### src/rtl/mux_2_to_1.sv
// rtl/mux_2_to_1.sv - 2-to-1 data mux with combinational output and an enabled registered copy
// Optional parity flop on the registered copy: define MUX_2_TO_1_PARITY_EN.
module mux_2_to_1 #(
    parameter int Size = 64
) (
    input  logic            clk,
    input  logic            rst,
    input  logic            sel,
    input  logic [Size-1:0] i0,
    input  logic [Size-1:0] i1,
    input  logic            en,
    output logic [Size-1:0] data_o,
    output logic [Size-1:0] data_q,
    output logic            sel_q,
    output logic            valid_q
`ifdef MUX_2_TO_1_PARITY_EN
    ,
    output logic            parity_q
`endif
);

    always_comb begin
        data_o = sel ? i1 : i0;
    end

    // valid_q is a pulse: it drops on any edge without a load, while data/sel hold.
    always_ff @(posedge clk) begin
        if (rst) begin
            data_q  <= '0;
            sel_q   <= 1'b0;
            valid_q <= 1'b0;
        end else if (en) begin
            data_q  <= data_o;
            sel_q   <= sel;
            valid_q <= 1'b1;
        end else begin
            valid_q <= 1'b0;
        end
    end

`ifdef MUX_2_TO_1_PARITY_EN
    // Computed from data_o at load time so it always matches ^data_q.
    always_ff @(posedge clk) begin
        if (rst) begin
            parity_q <= 1'b0;
        end else if (en) begin
            parity_q <= ^data_o;
        end
    end
`endif

endmodule

### config.mk
export PLATFORM = sky130hd
export DESIGN_NAME = mux_2_to_1
export DESIGN_NICKNAME = d
export VERILOG_FILES = /design/src/rtl/mux_2_to_1.sv
export SDC_FILE = /design/constraint.sdc
export NUM_CORES = 1
export LEC_CHECK = 0
export BUFFER_PORTS_ARGS = -buffer_cell sky130_fd_sc_hd__buf_2
export CORE_AREA = 2 2 102 104
export CTS_CLUSTER_SIZE = 28
export DETAILED_ROUTE_END_ITERATION = 8
export DIE_AREA = 0 0 104 106
export PLACE_DENSITY = 0.72
export SYNTH_ARGS = -nofsm -noshare
export SYNTH_HDL_FRONTEND = slang
export SYNTH_SLANG_ARGS = --single-unit
### constraint.sdc
create_clock -name clk -period 1.3 [get_ports clk]
set_clock_uncertainty 0.1 [all_clocks]
set_input_delay 0.065 -clock clk [delete_from_list [all_inputs] [get_ports clk]]
set_output_delay 0.065 -clock clk [all_outputs]
set_load 0.02 [all_outputs]
==> summary.txt <==
Logic synthesis
  • Post-Synth Simple-Gate Area: 0.002127
  • Top_reg_cell synth: dfxtp_1
  • Post-synthesis xor/xnor area fraction: 0
  • Asr flop ratio synth: 0
  • Synth Area in Compound Gates: 0.3176
  • Yosys top cell by area: dfxtp_1
  • Synth area leaders: dfxtp_1 (37%), mux2_4 (21%), o21ba_2 (18%), o21a_1 (14%), mux2_2 (4.8%)
  • Yosys cell types: 12
  • Adder-cell share of the synthesized area: 0
  • Post-Syn Area: 3530 um2
  • Largest family of logic cells by synthesized area: compound AO/OA/AOI/OAI gates
  • Avg Cell Area, Syn: 12.17 um2
  • Yosys reg bits: 66
  • Top-count cell post-synth: dfxtp_1
  • Synth Net Count: 422
  • Warnings, synthesis: 0
  • Sequential area share after synthesis: 0.3743
  • Post-synth EDFFs: 0
  • Gate Count Post-Synth: 290
  • Synth top cells by count: dfxtp_1 (66), o21a_1 (64), o21ba_2 (64)
  • Top-area cell type share of the netlist area: 0.3743
  • Multiplexer area fraction after synthesis: 0.2591

Floorplan
  • Row count: 37
  • Initial Util: 0.3530
  • Die Y: 106 um
  • Core box area: 10000 um2
  • Die Wd: 104 um
  • Die area: 11020 um2
  • Num ports: 262

Timing
  • Crit share post-route: 1.019
  • Final hold slack: -46.71 ps
  • Final Slew Violations: 0
  • Final hold violation count: 58
  • Worst rel slew slack: 0.7991
  • Worst-Margin Slew: ~300 ps
  • Crit path time final: 1324 ps
  • Fmax: 0.7552 GHz
  • Final setup fails: 1
  • PnR worst setup slack: -24.15 ps

Power and ir drop
  • P_leak: 2.718 nW
  • Peak VDD IR: ~0.00048 V
  • Total power draw: 5.937 mW
  • P per Cell Area: approximately 1100 nW/um2

Global route
  • First-pass GRT wire length: 16.70 mm
  • Largest net degree at the start of global routing: 67
  • Antenna violations before repair: 0
  • Gr busiest metal: met2
  • GR Util met1: 0.1931
  • Met2 usage: 0.3534
  • Vias in the first global route: between 3k and 4k
  • Met3 usage: 0.04844
  • GRT Util Overall: 0.1855
  • Global route overflow: 0

Worst setup path
  • WP buf/inv: 3
  • Crit. End Element: primary output
  • Crit-path cells: dlygate4sd3_1 > buf_2 > mux2_4 > buf_6
  • Critical Path AT: approximately 1200 ps
  • CP Class: in2out
  • Top delay family on crit path: buffers and inverters
  • Worst setup SP type: input pin
  • Max incr delay on CP: around 560 ps
  • Worst Path Required: 1130 ps
  • Maximum fanout along the worst path: 2
  • Critical path's slowest cell: dlygate4sd3_1

Layout
  • N_diodes: 0
  • Fraction of layout cells with a size suffix above 1: 0.7304
  • Syn-to-layout area delta: 54.02%
  • Final net count: 687
  • Finished Layout Cells: 696

Hold path
  • HP Class: in2reg

Status
  • Status: finished with violations
  • Violated checks: hold timing, setup timing

Placement
  • DP Worst Slack: between 80 and 90 ps
  • Placed insts: between 600 and 700
  • GPL Wtd Cong: 0.7741
  • IO Port Bufs: 261
  • Post-DP HPWL: 7.464 mm

Clock network
  • Clk root buf: clkbuf_8
  • Clk sink count: 66
  • CTS clk-pin slew, worst paths: 80 ps
  • H-tree Lvls: 3
  • Cts bufs inserted: 9
  • CTS Buffer Depth: 2
  • CTS tree: built
  • Clk_lat worst skew: 330 ps

Detailed routing
  • Final WL: 10.83 mm
  • First DRT Iteration DRCs: 95
  • First-pass DRT Iterations: 4
  • Vias: around 3.3k
  • Via density: 4.747
  • # DRC: 0
  • Post-route ant nets: 0
  • Routed len/inst: ~16 um

Flow run
  • Max_cap viols: 0
worst reg2reg max path, delay by kind of cell, from the launching register on:
family	cells	cell delay [ps]
flops	1	330
compound gates	2	310
final cells by class:
type	instances	area [um2]
fillers	918	4563
well taps	136	170.2
flip-flops and latches	66	1321
multi-input cells	195	2043
repair buffers	282	1680
inverters	1	3.754
clock inverters	7	93.84
clock buffers	9	123.9
registers in the layout, summed over array words and instances (netlist names):
register	cells
valid_q	1
sel_q	1
data_q	64
kinds of logic (layout without fill, tap and decap cells):
family                 Yosys count  in the layout
AND/OR/NAND/NOR                  2              2
multiplexers                    65             65
flip-flops                      66             66
AO/OA/AOI/OAI                  128            128
buffers and inverters           29            299
stage by stage:
stage / TNS (ps) / area [um2] / utilization
5_1_grt: -42.56 / 5436 / 0.5437
4_1_cts: 0 / 5315 / 0.5315
2_1_floorplan: 0 / 3530 / -
6_report: -24.15 / 5436 / 0.5437
3_5_place_dp: 0 / 4967 / 0.4967
3_3_place_gp: 0 / 4967 / 0.4967
worst paths after layout:
check             startpoint          to  slack (ps)  cells past startpoint
setup / recovery      i0[27]  data_o[27]         -20                      4
hold / removal        i1[28]  data_q[28]         -50                      3
setup reg to reg  data_q[18]  data_q[18]         460                      2
hold reg to reg        sel_q       sel_q         420                      2
timing repair:
action | 4_1_cts | 5_1_grt
buffers inserted | 0 | 0
resized for setup | 0 | 28
hold buffers | 13 | 5
endpoints found under the setup margin | 0 | 13
hold endpoints to repair | 64 | 63
layer usage:
layer,part of all wire,vias up
met4,0.023,0
met3,0.068,22
met2,0.53,157
met1,0.37,1554
met5,0,-
li1,-,1571
where the power goes:
group	switching, mW	total, mW	internal (mW)
clock network	0.839	1.92	1.08
registers	0.0754	2.25	2.17
logic	0.887	1.77	0.887
total	1.80	5.94	4.14
cell usage in the layout (no fill, tap or decap), types with 2 or more instances in the layout:
cell type	n
dfxtp_1	66
dlygate4sd3_1	16
o21ba_2	64
clkinvlp_4	2
o21a_1	64
buf_2	244
clkbuf_8	9
buf_12	6
clkinv_2	2
dlymetal6s4s_1	2
bufinv_16	2
mux2_4	49
nor2_1	2
mux2_2	15
buf_6	13
(Power assumes the default switching activity.)
